===== config.mk =====
export PLATFORM = sky130hd
export DESIGN_NAME = mmio_io_ctrl
export DESIGN_NICKNAME = d
export VERILOG_FILES = /design/src/rtl/mmio_io_ctrl_pkg.sv /design/src/rtl/mmio_io_ctrl_io_debounce.sv /design/src/rtl/mmio_io_ctrl.sv
export SDC_FILE = /design/constraint.sdc
export NUM_CORES = 1
export LEC_CHECK = 0
export ABC_AREA = 0
export CORE_UTILIZATION = 50
export CTS_BUF_LIST = sky130_fd_sc_hd__clkbuf_8
export DETAILED_ROUTE_END_ITERATION = 16
export PLACE_DENSITY_LB_ADDON = 0.2
export SYNTH_ARGS = -nofsm -noshare
export SYNTH_HDL_FRONTEND = slang
export SYNTH_SLANG_ARGS = --single-unit

===== constraint.sdc =====
create_clock -name CLK -period 2.7 [get_ports CLK]
set_input_delay 0.405 -clock CLK [delete_from_list [all_inputs] [get_ports CLK]]
set_output_delay 0.405 -clock CLK [all_outputs]
set_load 0.02 [all_outputs]

===== src/rtl/mmio_io_ctrl_pkg.sv =====
// Shared constants for the MMIO responder: register addresses, CTRL bit
// positions, the unmapped read value and a small address decoder.
package mmio_io_ctrl_pkg;

  localparam logic [11:0] IO_PAGE = 12'hFFF;

  localparam logic [15:0] A_KDATA = 16'hFFF0;
  localparam logic [15:0] A_SDATA = 16'hFFF2;
  localparam logic [15:0] A_KCTRL = 16'hFFF4;
  localparam logic [15:0] A_SCTRL = 16'hFFF6;
  localparam logic [15:0] A_HEX   = 16'hFFF8;
  localparam logic [15:0] A_LEDR  = 16'hFFFA;
  localparam logic [15:0] A_LEDG  = 16'hFFFC;

  localparam int CTRL_RDY = 0;
  localparam int CTRL_OVR = 2;

  localparam logic [15:0] RD_DEAD = 16'hDEAD;

  typedef enum logic [2:0] {
    REG_KDATA,
    REG_SDATA,
    REG_KCTRL,
    REG_SCTRL,
    REG_HEX,
    REG_LEDR,
    REG_LEDG,
    REG_NONE
  } io_reg_e;

  // Exact byte-address match; odd addresses and 0xFFFE fall to REG_NONE.
  function automatic io_reg_e decode_reg(input logic [15:0] addr);
    case (addr)
      A_KDATA: return REG_KDATA;
      A_SDATA: return REG_SDATA;
      A_KCTRL: return REG_KCTRL;
      A_SCTRL: return REG_SCTRL;
      A_HEX:   return REG_HEX;
      A_LEDR:  return REG_LEDR;
      A_LEDG:  return REG_LEDG;
      default: return REG_NONE;
    endcase
  endfunction

  function automatic logic [15:0] ctrl_word(input logic rdy, input logic ovr);
    logic [15:0] w;
    w = '0;
    w[CTRL_RDY] = rdy;
    w[CTRL_OVR] = ovr;
    return w;
  endfunction

endpackage


===== src/rtl/mmio_io_ctrl_io_debounce.sv =====
// Two-flop synchronizer plus per-bit debouncer. o_evt pulses in the cycle
// whose closing edge commits a debounced change (rising only when EVT_RISE).
module io_debounce #(
  parameter int WIDTH    = 4,
  parameter int DEBN     = 50000,
  parameter bit INVERT   = 1'b0,
  parameter bit EVT_RISE = 1'b0
) (
  input  logic             i_clk,
  input  logic             i_rst,
  input  logic [WIDTH-1:0] i_raw,
  output logic [WIDTH-1:0] o_deb,
  output logic [WIDTH-1:0] o_evt
);

  localparam int CW = $clog2(DEBN + 1);
  localparam logic [CW-1:0] CNT_MAX  = CW'(DEBN);
  localparam logic [CW-1:0] CNT_LAST = CW'(DEBN - 1);
  localparam logic [WIDTH-1:0] INV_MASK = {WIDTH{INVERT}};

  logic [WIDTH-1:0] r_sync1;
  logic [WIDTH-1:0] r_sync2;
  logic [WIDTH-1:0] r_deb;
  logic [CW-1:0]    r_cnt [WIDTH];

  logic [WIDTH-1:0] w_sync;
  logic [WIDTH-1:0] w_diff;
  logic [WIDTH-1:0] w_take;

  assign w_sync = r_sync2 ^ INV_MASK;

  always_comb begin
    w_diff = '0;
    w_take = '0;
    for (int i = 0; i < WIDTH; i++) begin
      w_diff[i] = (w_sync[i] != r_deb[i]);
      w_take[i] = w_diff[i] && (r_cnt[i] == CNT_LAST);
    end
  end

  assign o_deb = r_deb;
  assign o_evt = EVT_RISE ? (w_take & w_sync) : w_take;

  // Synchronizers reset to the raw inactive level so no edge is seen at reset exit.
  always_ff @(posedge i_clk) begin
    if (i_rst) begin
      r_sync1 <= INV_MASK;
      r_sync2 <= INV_MASK;
      r_deb   <= '0;
      for (int i = 0; i < WIDTH; i++) r_cnt[i] <= '0;
    end else begin
      r_sync1 <= i_raw;
      r_sync2 <= r_sync1;
      for (int i = 0; i < WIDTH; i++) begin
        if (w_take[i]) begin
          r_deb[i] <= w_sync[i];
          r_cnt[i] <= '0;
        end else if (w_diff[i]) begin
          if (r_cnt[i] != CNT_MAX) r_cnt[i] <= r_cnt[i] + 1'b1;
        end else begin
          r_cnt[i] <= '0;
        end
      end
    end
  end

endmodule


===== src/rtl/mmio_io_ctrl.sv =====
// MMIO responder for the 0xFFF0-0xFFFE window: debounced key/switch reads with
// sticky RDY/OVR status, plus write/readback display registers.
module mmio_io_ctrl
  import mmio_io_ctrl_pkg::*;
#(
  parameter int DBITS = 16,
  parameter int DEBN  = 50000
) (
  input  logic             CLK,
  input  logic             RESET,
  input  logic [DBITS-1:0] ADDR,
  input  logic [DBITS-1:0] DIN,
  input  logic             WE,
  input  logic             RE,
  output logic [DBITS-1:0] DOUT,
  output logic             SEL,
  input  logic [3:0]       KEY,
  input  logic [9:0]       SW,
  output logic [15:0]      HEX,
  output logic [9:0]       LEDR,
  output logic [7:0]       LEDG
);

  // Bus protocol: single-cycle strobes, no handshake. DOUT is combinational
  // from ADDR; WE and RE qualified by SEL take effect at the next CLK edge.
  logic [3:0]  w_key_deb, w_key_evt;
  logic [9:0]  w_sw_deb,  w_sw_evt;
  logic        w_sel, w_wr, w_rd;
  io_reg_e     w_reg;
  logic        w_key_ev, w_sw_ev;
  logic        w_kd_rd, w_sd_rd, w_kc_clr, w_sc_clr;
  logic [DBITS-1:0] w_dout;

  logic        r_krdy, r_kovr, r_srdy, r_sovr;
  logic [15:0] r_hex;
  logic [9:0]  r_ledr;
  logic [7:0]  r_ledg;

  io_debounce #(.WIDTH(4), .DEBN(DEBN), .INVERT(1'b1), .EVT_RISE(1'b1)) u_key_deb (
    .i_clk (CLK),
    .i_rst (RESET),
    .i_raw (KEY),
    .o_deb (w_key_deb),
    .o_evt (w_key_evt)
  );

  io_debounce #(.WIDTH(10), .DEBN(DEBN), .INVERT(1'b0), .EVT_RISE(1'b0)) u_sw_deb (
    .i_clk (CLK),
    .i_rst (RESET),
    .i_raw (SW),
    .o_deb (w_sw_deb),
    .o_evt (w_sw_evt)
  );

  assign w_sel    = (ADDR[15:4] == IO_PAGE);
  assign w_reg    = decode_reg(ADDR[15:0]);
  assign w_wr     = WE & w_sel;
  assign w_rd     = RE & w_sel;
  assign w_key_ev = |w_key_evt;
  assign w_sw_ev  = |w_sw_evt;
  assign w_kd_rd  = w_rd && (w_reg == REG_KDATA);
  assign w_sd_rd  = w_rd && (w_reg == REG_SDATA);
  assign w_kc_clr = w_wr && (w_reg == REG_KCTRL) && !DIN[CTRL_OVR];
  assign w_sc_clr = w_wr && (w_reg == REG_SCTRL) && !DIN[CTRL_OVR];

  // An event always wins over a same-cycle read clear (RDY) or write clear (OVR).
  always_ff @(posedge CLK) begin
    if (RESET) begin
      r_krdy <= 1'b0;
      r_kovr <= 1'b0;
      r_srdy <= 1'b0;
      r_sovr <= 1'b0;
      r_hex  <= '0;
      r_ledr <= '0;
      r_ledg <= '0;
    end else begin
      if (w_key_ev)     r_krdy <= 1'b1;
      else if (w_kd_rd) r_krdy <= 1'b0;
      if (w_key_ev && r_krdy && !w_kd_rd) r_kovr <= 1'b1;
      else if (w_kc_clr)                  r_kovr <= 1'b0;

      if (w_sw_ev)      r_srdy <= 1'b1;
      else if (w_sd_rd) r_srdy <= 1'b0;
      if (w_sw_ev && r_srdy && !w_sd_rd) r_sovr <= 1'b1;
      else if (w_sc_clr)                 r_sovr <= 1'b0;

      if (w_wr && (w_reg == REG_HEX))  r_hex  <= DIN[15:0];
      if (w_wr && (w_reg == REG_LEDR)) r_ledr <= DIN[9:0];
      if (w_wr && (w_reg == REG_LEDG)) r_ledg <= DIN[7:0];
    end
  end

  always_comb begin
    w_dout = '0;
    if (w_sel) begin
      case (w_reg)
        REG_KDATA: w_dout = {12'b0, w_key_deb};
        REG_SDATA: w_dout = {6'b0, w_sw_deb};
        REG_KCTRL: w_dout = ctrl_word(r_krdy, r_kovr);
        REG_SCTRL: w_dout = ctrl_word(r_srdy, r_sovr);
        REG_HEX:   w_dout = r_hex;
        REG_LEDR:  w_dout = {6'b0, r_ledr};
        REG_LEDG:  w_dout = {8'b0, r_ledg};
        default:   w_dout = RD_DEAD;
      endcase
    end
  end

  assign DOUT = w_dout;
  assign SEL  = w_sel;
  assign HEX  = r_hex;
  assign LEDR = r_ledr;
  assign LEDG = r_ledg;

endmodule


Word level (Yosys, flattened, before mapping)
Memories as Yosys holds them, arrays and structs flattened.
Cells that the tools add are included.

word-level totals
  register bits after elaboration = 80
  latch bits = 0
  memory bits (writable) = 224
  bits in read-only memories = 0
  input bits = 50
  output and inout bits = 51
  word-level logic and storage cells = 403
  memories kept = 2

cells by class
  add/sub/neg operators = 14
  multiply operators = 0
  divide/modulo/power cells = 0
  magnitude comparators = 0
  equal/unequal tests = 56
  shifts and indexed selects = 0
  multiplexer cells = 223
  bitwise operators = 46
  reduce and logical (&&, ||, !) cells = 37

memory list
  memory           words  bits a word  read ports  clocked after Yosys merged registers in  write ports  RTL line                        source
  u_sw_deb.r_cnt   10     16           10          0                                        10           mmio_io_ctrl_io_debounce.sv:24  logic [CW-1:0] r_cnt [WIDTH];
  u_key_deb.r_cnt  4      16           4           0                                        4            mmio_io_ctrl_io_debounce.sv:24

operators with widths
  cell                     count
  $mux W16                 43
  $eq A16 B16 Y1 const B   21
  $add A16 B1 Y16 const B  14
  $ne A16 B16 Y1 const B   14
  $mux W1                  178
  $pmux W16 S7             1
  $or A1 B1 Y1             42
  $logic_and A1 B1 Y1      27
  $pmux W3 S7              1
  $ne A1 B1 Y1             14
  $eq A12 B12 Y1 const B   1
  $reduce_or A10 Y1        1
  $eq A3 B3 Y1 const B     3
  $reduce_bool A2 Y1       4
  $eq A3 B2 Y1 const B     2
  $and A4 B4 Y4            1
  $not A4 Y4               1
  $reduce_or A4 Y1         1
  $eq A3 B1 Y1 const B     1
  $logic_not A1 Y1         3
  $logic_not A3 Y1         1
  $and A1 B1 Y1            2

Logic depth before layout (Yosys ltp)
Gate-level depths: netlist of run 1.

  word-level depth = 9
  mapped depth = 9
  depth with buffers taken out = 6

Hierarchy
Synthesis of run 1 repeated with hierarchy kept, for this count alone.

unflattened totals
  cell total of the unflattened synthesis = 1,624
  area total of the unflattened synthesis = 16,353.2 um^2

by module, submodules not included
  module                    instances  cells each  area each (um^2)
  io_debounce at u_sw_deb   1          995         10,193.5
  io_debounce at u_key_deb  1          395         4,096.4
  mmio_io_ctrl              1          234         2,063.2

Worst setup path before layout of run 1
No wires, ideal clock.

  path kind = input -> output
  from = in ADDR[9]
  to = out DOUT[5]
  data arrival time = 1.971 ns
  data required time = 2.295 ns
  path slack = 0.324 ns
  stages on the path = 8
  path buffers = 2
  cells stage by stage = nand4_1 or3_1 buf_4 inv_2 and3_1 buf_2 a22oi_1 a21oi_1

RTL lines
  element             RTL line            source
  start: declaration  mmio_io_ctrl.sv:11  input logic [DBITS-1:0] ADDR,
  $eq A12 B12 Y1      mmio_io_ctrl.sv:55  assign w_sel = (ADDR[15:4] == IO_PAGE);
  named net SEL       mmio_io_ctrl.sv:16  output logic SEL,
  $mux W16            mmio_io_ctrl.sv:95  if (w_sel) begin
  end: declaration    mmio_io_ctrl.sv:15  output logic [DBITS-1:0] DOUT,

The timed path passes the listed nets, and every way through them passes these cells.

Worst setup path in the final report of run 1
  from = in ADDR[2]
  to = out DOUT[1]

between the ends
  cells in the longest elaborated chain, start to end = 5

ends and longest elaborated chain
  element                               RTL line                source
  $eq A16 B16 Y1                        mmio_io_ctrl_pkg.sv:33  case (addr)
  $pmux W3 S7 *                         mmio_io_ctrl_pkg.sv:33
  $eq A3 B3 Y1 (tied with other cells)  mmio_io_ctrl.sv:96      case (w_reg)
  $pmux W16 S7 *                        mmio_io_ctrl.sv:96
  $mux W16 *                            mmio_io_ctrl.sv:95

Mark *: on every way between the ends. The rest lies on a longest branch, timed or not.

==> results.txt, run 1 <==
GRT busiest layer -> met2
Arr. time, crit path -> 2.25 ns
final hold vios -> 0
Critical Path End Type -> output pin
Startpoint Class -> input pin
cells after synthesis -> 1602
vias per cell -> 5.38
setup violators final -> 0
initial antenna violation count -> 0
share of cells above drive strength 1 -> 12.5%
syn_nets -> 1680
slew margin rel. -> 58.9%
Final Cycle Share -> 98.4%
Tightest Pin Transition -> 0.611 ns
Setup crit start -> ADDR[2]
Inserted Diodes -> 0
Post-Route Setup TNS -> 0 ns
achievable frequency -> 376 MHz
hpwl dp -> 25300 um
final core occ -> 60.7%
ys async rst share -> 0%
total gr overflow -> 0
clk slew on worst S/H paths -> 0.07 ns
Wirelength per Cell -> 15.8 um
Layout Skew -> 0.0203 ns
Area growth syn-to-layout -> 19.5%
Post-synth EDFFs -> 224
most common cell after layout, fill and taps aside -> nor2_1
first-pass GRT wire length -> 58600 um
GRT Util Overall -> 22.0%
critical-path maximum fanout -> 6
Yosys top cell area share -> 42.0%
DRC viols -> 0
die height -> 181 um
P_leak -> 6.89 nW
outcome -> finished, final reports clean
met1 Track Usage GR -> 31.0%
# clock sinks -> 304
synthesized area -> 16000 um2
# fillers -> 2685
TritonCTS buffer count -> 52
io pins -> 101
Hold Path Class -> in2reg
Worst Setup Path Type -> in2out
Hold Slack -> 0.291 ns
power density over the cells -> 501 nW/um2
r2r startpoint -> u_sw_deb.r_cnt[7][11]$_SDFFCE_PP0P_
PnR worst setup slack -> 0.0425 ns
warnings from Yosys -> 0
routability congestion estimate -> 0.878
CTS tree -> yes
Seq cells post-synth -> 304
Clock Path Buffers -> 3
die area -> 32800 um2
drt initial violations -> 746
FP Rows -> 65
H-tree levels -> 2
worst skew pair latency -> 0.58 ns
Period minus WS final -> 2.66 ns
met2 Use GR -> 35.2%
port bufs -> 100
initial core utilization -> 50.8%
Final Max Slew Viols -> 0
Core ar. -> 31600 um2
post-synthesis cell type count -> 66
# nets final -> 1880
vias in the first global route -> 11500
GRT met3 Usage -> 2.82%
Peak VDD IR -> 0.000399 V
DRT Pass-1 Iters -> 5
sequential share of the synthesized area -> 52.0%
largest net degree at the start of global routing -> 43
Synth Flop Type -> edfxtp_1
most frequent cells in the layout -> nor2_1, edfxtp_1, nand2_1, xnor2_1, xor2_1
# Max-Cap Violations -> 0
CTS root buf -> clkbuf_8
post-route ant nets -> 0
total power -> 0.00959 W
Die Width -> 181 um
RSZ-0062 raised after global routing -> true
WP data required -> 2.30 ns
via count -> 12100
most area-consuming cells after synthesis -> edfxtp_1, dfxtp_1, nor2_1, xnor2_1, xor2_1
Mean Syn Cell Area -> 10.0 um2
Post-CTS Hold Buffers -> 0
DP Worst Slack -> -0.756 ns
Hold Crit Start -> RESET
Synth area leader -> edfxtp_1
final wirelength -> 35500 um
[layer usage]
layer | part of all wire (%) | routed length [um]
met2 | 46 | 16500
met5 | 0 | 0
met3 | 4.2 | 1500
met1 | 47 | 16700
met4 | 2.3 | 814
[cells by family (layout without fill, tap and decap cells)]
family / count (synthesis) / count (layout) / share of synthesized area, %
buffers and inverters: 108 / 352 / 2.89
XOR/XNOR: 203 / 203 / 11.1
adder cells (fa/ha/maj): 28 / 28 / 2.19
flip-flops: 304 / 304 / 52.0
multiplexers: 26 / 26 / 1.62
AO/OA/AOI/OAI: 98 / 98 / 3.88
AND/OR/NAND/NOR: 835 / 835 / 26.4
[where the power goes]
part	switching, W	total (W)	internal (W)
clock network	0.00191	0.00434	0.00243
registers	0.0000169	0.00499	0.00498
logic	0.000127	0.000250	0.000123
[state kept, by name, summed over array words and instances, names as in the netlist]
name	cells
u_sw_deb.r_sync2	10
r_sovr	1
HEX	16
r_srdy	1
u_sw_deb.o_deb	10
u_key_deb.r_sync2	4
u_key_deb.o_deb	4
u_sw_deb.r_sync1	10
u_key_deb.r_sync1	4
u_key_deb.r_cnt	64
r_kovr	1
r_krdy	1
LEDG	8
LEDR	10
u_sw_deb.r_cnt	160
[path summary, 6_finish.rpt]
kind | to | slack [ns] | depth (start not counted)
max | DOUT[1] | 0.04 | 9
min | LEDR[0]$_SDFFE_PP0P_ | 0.29 | 2
max reg2reg | u_sw_deb.r_cnt[7][6]$_SDFFCE_PP0P_ | 0.41 | 5
min reg2reg | u_key_deb.r_sync2[0]$_SDFF_PP1_ | 0.42 | 1
[worst max-delay path: stages]
cell and delay [ns]:
clkdlybuf4s50_1 0.42, buf_6 0.15, buf_4 0.15, and2_1 0.15
buf_4 0.15, a22oi_1 0.21, o2bb2ai_1 0.10, a221o_1 0.35
buf_6 0.17
[stage by stage]
stage,cell area (um2),instances
CTS,19100,2249
floorplan,16000,1602
detailed placement,18000,2149
global route,19200,2248
global placement,18000,2149
finish,19200,2248
[layout make-up]
class                   instances  area [um2]  area share (%)
multi-input cells            1190        7320            38.2
repair buffers                189        1650            8.64
clock inverters                34         226            1.18
flip-flops and latches        304        8330            43.5
clock buffers                  64         881            4.60
well taps                     402         503            2.63
inverters                      65         244            1.27
[Yosys cell counts (all sizes together) (6+ instances only)]
master,count
nor2,332
edfxtp,224
nand2,134
xnor2,110
xor2,93
nand3,86
dfxtp,80
inv,65
nand4,47
nor3,46
a21oi,39
and3,35
ha,28
mux2i,26
nor2b,26
and4,24
o21ai,24
buf,22
clkbuf,21
nor4,18
or2,14
nor4bb,13
nor4b,10
or3,10
and4b,7
nand3b,6
[repair_timing]
item,in CTS,in global routing
cloned,0,0
endpoints found under the setup margin,17,6
endpoints found under the hold margin,0,0
gates resized for setup,104,7
buffers inserted,2,0
pin swaps,13,1
Note: power is estimated with default switching activity, not from simulation.
==> inputs of run 2 (changes only) <==
--- a/config.mk
+++ b/config.mk
@@ -5,10 +5,12 @@
 export SDC_FILE = /design/constraint.sdc
 export NUM_CORES = 1
 export LEC_CHECK = 0
-export ABC_AREA = 0
+export ABC_AREA = 1
+export CORE_MARGIN = 1.5
 export CORE_UTILIZATION = 50
 export CTS_BUF_LIST = sky130_fd_sc_hd__clkbuf_8
 export DETAILED_ROUTE_END_ITERATION = 16
+export GPL_ROUTABILITY_DRIVEN = 1
 export PLACE_DENSITY_LB_ADDON = 0.2
 export SYNTH_ARGS = -nofsm -noshare
 export SYNTH_HDL_FRONTEND = slang
==> run 2 against run 1 <==
Via count up 14%; final cell count up 18%; sequential power about the same; die area up 4.6%; first-iteration DRC count up 21%; clock skew down 0.0034 ns; worst hold slack better by 0.037 ns; non-clock buffer count down 18; worst setup slack better by 0.034 ns; critical path type unchanged; critical endpoint is now DOUT[3]; largest power group unchanged.
==> results.txt, run 2 <==
Synth Area in Simple Gates -> 28.6% (+2.2 points)
final wirelength -> 37600 um (+5.9%)
initial core utilization -> 50.9% (+0.078 points)
TritonCTS buffer count -> 53 (+1.9%)
DRC viols -> 0 (unchanged)
design area -> 19800 um2 (+3.4%)
post-route ant nets -> 0 (unchanged)
FP Rows -> 66 (+1.5%)
Startpoint Class -> input pin
clk slew on worst S/H paths -> 0.06 ns (about the same)
Period minus WS final -> 2.62 ns (-0.0336 ns)
Post-synth EDFFs -> 224 (unchanged)
Synth Flop Type -> edfxtp_1
PnR worst setup slack -> 0.0761 ns (+0.0336 ns)
Yosys top cell area share -> 40.5% (-1.4 points)
Wirelength per Cell -> 14.2 um (-10%)
Core ar. -> 32600 um2 (+3.4%)
Seq cells post-synth -> 304 (unchanged)
outcome -> finished, final reports clean
main combinational cell family by area after synthesis -> simple AND/OR/NAND/NOR gates
Final Cycle Share -> 97.2% (-1.2 points)
port bufs -> 100 (unchanged)
area share of fa/ha/maj cells after synthesis -> 2.11% (-0.075 points)
Layout Skew -> 0.0169 ns (-0.00335 ns)
XOR/XNOR share of the synthesized area -> 4.12% (-7.0 points)
most frequent cells after synthesis -> nor2_1, inv_1, nand2_1
Die Width -> 185 um (+2.3%)
largest net degree at the start of global routing -> 30 (-30%)
final hold vios -> 0 (unchanged)
Inserted Diodes -> 0 (unchanged)
die area -> 34300 um2 (+4.6%)
worst reg2reg setup slack -> 0.30 ns (-0.11 ns)
CTS tree -> yes
DRT Pass-1 Iters -> 5 (unchanged)
Mean Syn Cell Area -> 8.40 um2 (-16%)
Synth Area in Compound Gates -> 7.01% (+3.1 points)
# clock sinks -> 304 (unchanged)
drt initial violations -> 900 (+21%)
hpwl dp -> 26700 um (+5.4%)
Final Max Slew Viols -> 0 (unchanged)
Tightest Pin Transition -> 0.695 ns (+0.0848 ns)
Clock Path Buffers -> 3 (unchanged)
power density over the cells -> 478 nW/um2 (-4.5%)
sequential share of the synthesized area -> 50.2% (-1.8 points)
P_leak -> 7.21 nW (+4.7%)
setup violators final -> 0 (unchanged)
io pins -> 101 (unchanged)
cells after synthesis -> 1974 (+23%)
vias per cell -> 5.20 (-3.3%)
H-tree levels -> 2 (unchanged)
Critical Path End Type -> output pin
first-pass GRT wire length -> 62200 um (+6.2%)
multiplexer share of the synthesized area -> 0% (-1.6 points)
most area-consuming cells after synthesis -> edfxtp_1, dfxtp_1, nor2_1, inv_1, nand2_1
# nets final -> 2245 (+19%)
Peak VDD IR -> 0.000280 V (-30%)
most common cell after layout, fill and taps aside -> inv_1
routability congestion estimate -> 0.877 (-0.10%)
via count -> 13800 (+14%)
initial antenna violation count -> 0 (unchanged)
synthesized area -> 16600 um2 (+3.5%)
syn_nets -> 2052 (+22%)
most frequent cells in the layout -> inv_1, nor2_1, nand2_1, edfxtp_1, nor3_1
worst skew pair latency -> 0.59 ns (about the same)
achievable frequency -> 381 MHz (+1.3%)
WP data required -> 2.30 ns (about the same)
# Max-Cap Violations -> 0 (unchanged)
Arr. time, crit path -> 2.22 ns (-0.03 ns)
total gr overflow -> 0 (unchanged)
Area growth syn-to-layout -> 19.4%
slew margin rel. -> 53.1% (-5.8 points)
Post-DP Area -> 18400 um2 (+2.4%)
most numerous cell in the Yosys netlist -> nor2_1
share of cells above drive strength 1 -> 11.6% (-0.89 points)
ys async rst share -> 0% (unchanged)
GRT Util Overall -> 22.2% (+0.21 points)
largest register by flop count -> u_sw_deb.r_cnt
DP Worst Slack -> -0.740 ns (+0.0159 ns)
Worst Setup Path Type -> in2out
Hold Path Class -> in2reg
post-synthesis cell type count -> 52 (-21%)
Largest register FFs -> 160 (unchanged)
critical-path maximum fanout -> 7 (+1)
CTS root buf -> clkbuf_8
Synth area leader -> edfxtp_1
vias in the first global route -> 13100 (+14%)
die height -> 185 um (+2.3%)
warnings from Yosys -> 0 (unchanged)
## run 2: changes by cell type after synthesis, moves of 20 or more
cell,delta
inv_1,+236
nand2_1,+152
xnor2_1,-96
nor3_1,+67
a21oi_1,+66
nor3b_1,+50
o21ai_0,+48
and3_1,-31
xor2_1,-29
mux2i_1,-26
nor2b_1,-26
and4_1,-24
nand4_1,+20
## run 2: cell type report
type / instances / area [um2]
Fill cell: 2822 / 12800
Sequential cell: 304 / 8330
Multi-Input combinational cell: 1328 / 7130
Timing Repair Buffer: 171 / 1550
Inverter: 309 / 1170
Clock buffer: 60 / 826
Tap cell: 442 / 553
Clock inverter: 40 / 245
## run 2: critical path, cell delays in order
cell and delay (ns):
dlygate4sd2_1 0.21, nand2_2 0.08, nor2_8 0.18, inv_4 0.07, nor2_8 0.16, o21ai_4 0.09
nand3_4 0.15, nand2_4 0.07, buf_6 0.12, nor2_4 0.14, buf_4 0.13, nand2_1 0.05
nand4_1 0.09, nand2_1 0.06, inv_1 0.07, buf_6 0.12
## run 2: kinds of logic after synthesis
group / count (synthesis)
XOR/XNOR: 78
AO/OA/AOI/OAI: 211
buffers and inverters: 342
adder cells (fa/ha/maj): 28
flip-flops: 304
AND/OR/NAND/NOR: 1011
## run 2: path summary, 6_finish.rpt
kind | from | end | cells after the start
setup / recovery | ADDR[7] | DOUT[3] | 16
hold / removal | RESET | r_srdy$_SDFFE_PP0P_ | 2
setup reg to reg | u_key_deb.r_cnt[3][0]$_SDFFCE_PP0P_ | u_key_deb.r_cnt[3][2]$_SDFFCE_PP0P_ | 9
hold reg to reg | u_sw_deb.r_sync1[0]$_SDFF_PP0_ | u_sw_deb.r_sync2[0]$_SDFF_PP0_ | 2
## run 2: stage by stage
stage	power (W)	hold WS, ns	utilization (%)	instances	TNS, ns
3_5_place_dp	0.00532	0.397	56.4	2536	-6.43
6_report	0.00946	0.328	60.7	2654	0
5_1_grt	0.00981	0.334	60.7	2654	-0.0297
4_1_cts	0.00956	0.299	60.3	2646	0
3_3_place_gp	0.00532	0.392	56.4	2536	-5.84
2_1_floorplan	0.00519	0.388	-	1974	0
## run 2: power by group
part,total [W],switching [W],internal (W)
logic,0.000248,0.000138,0.000109
registers,0.00499,0.0000160,0.00498
clock network,0.00422,0.00190,0.00232
## run 2: what timing repair did
action / in CTS / in global routing
pin swaps: 25 / 22
hold buffers: 0 / 0
setup buffers: 10 / 8
gates resized for setup: 84 / 42
endpoints found under the setup margin: 15 / 12
## run 2: layer usage
layer	vias to the layer above	part of all wire, %	track usage (%)
met5	-	0	0
met4	0	2.7	7.28
met3	82	5.6	3.46
met2	342	46	36.8
met1	6373	46	29.6
li1	7013	-	-
==> inputs of run 3 (changes only) <==
--- a/config.mk
+++ b/config.mk
@@ -9,9 +9,11 @@
 export CORE_MARGIN = 1.5
 export CORE_UTILIZATION = 50
 export CTS_BUF_LIST = sky130_fd_sc_hd__clkbuf_8
+export CTS_CLUSTER_DIAMETER = 120
 export DETAILED_ROUTE_END_ITERATION = 16
 export GPL_ROUTABILITY_DRIVEN = 1
 export PLACE_DENSITY_LB_ADDON = 0.2
+export SLEW_MARGIN = 20
 export SYNTH_ARGS = -nofsm -noshare
 export SYNTH_HDL_FRONTEND = slang
 export SYNTH_SLANG_ARGS = --single-unit
==> results of run 3 <==
Same layout as run 2: the final DEF is identical, and so are final timing and power.
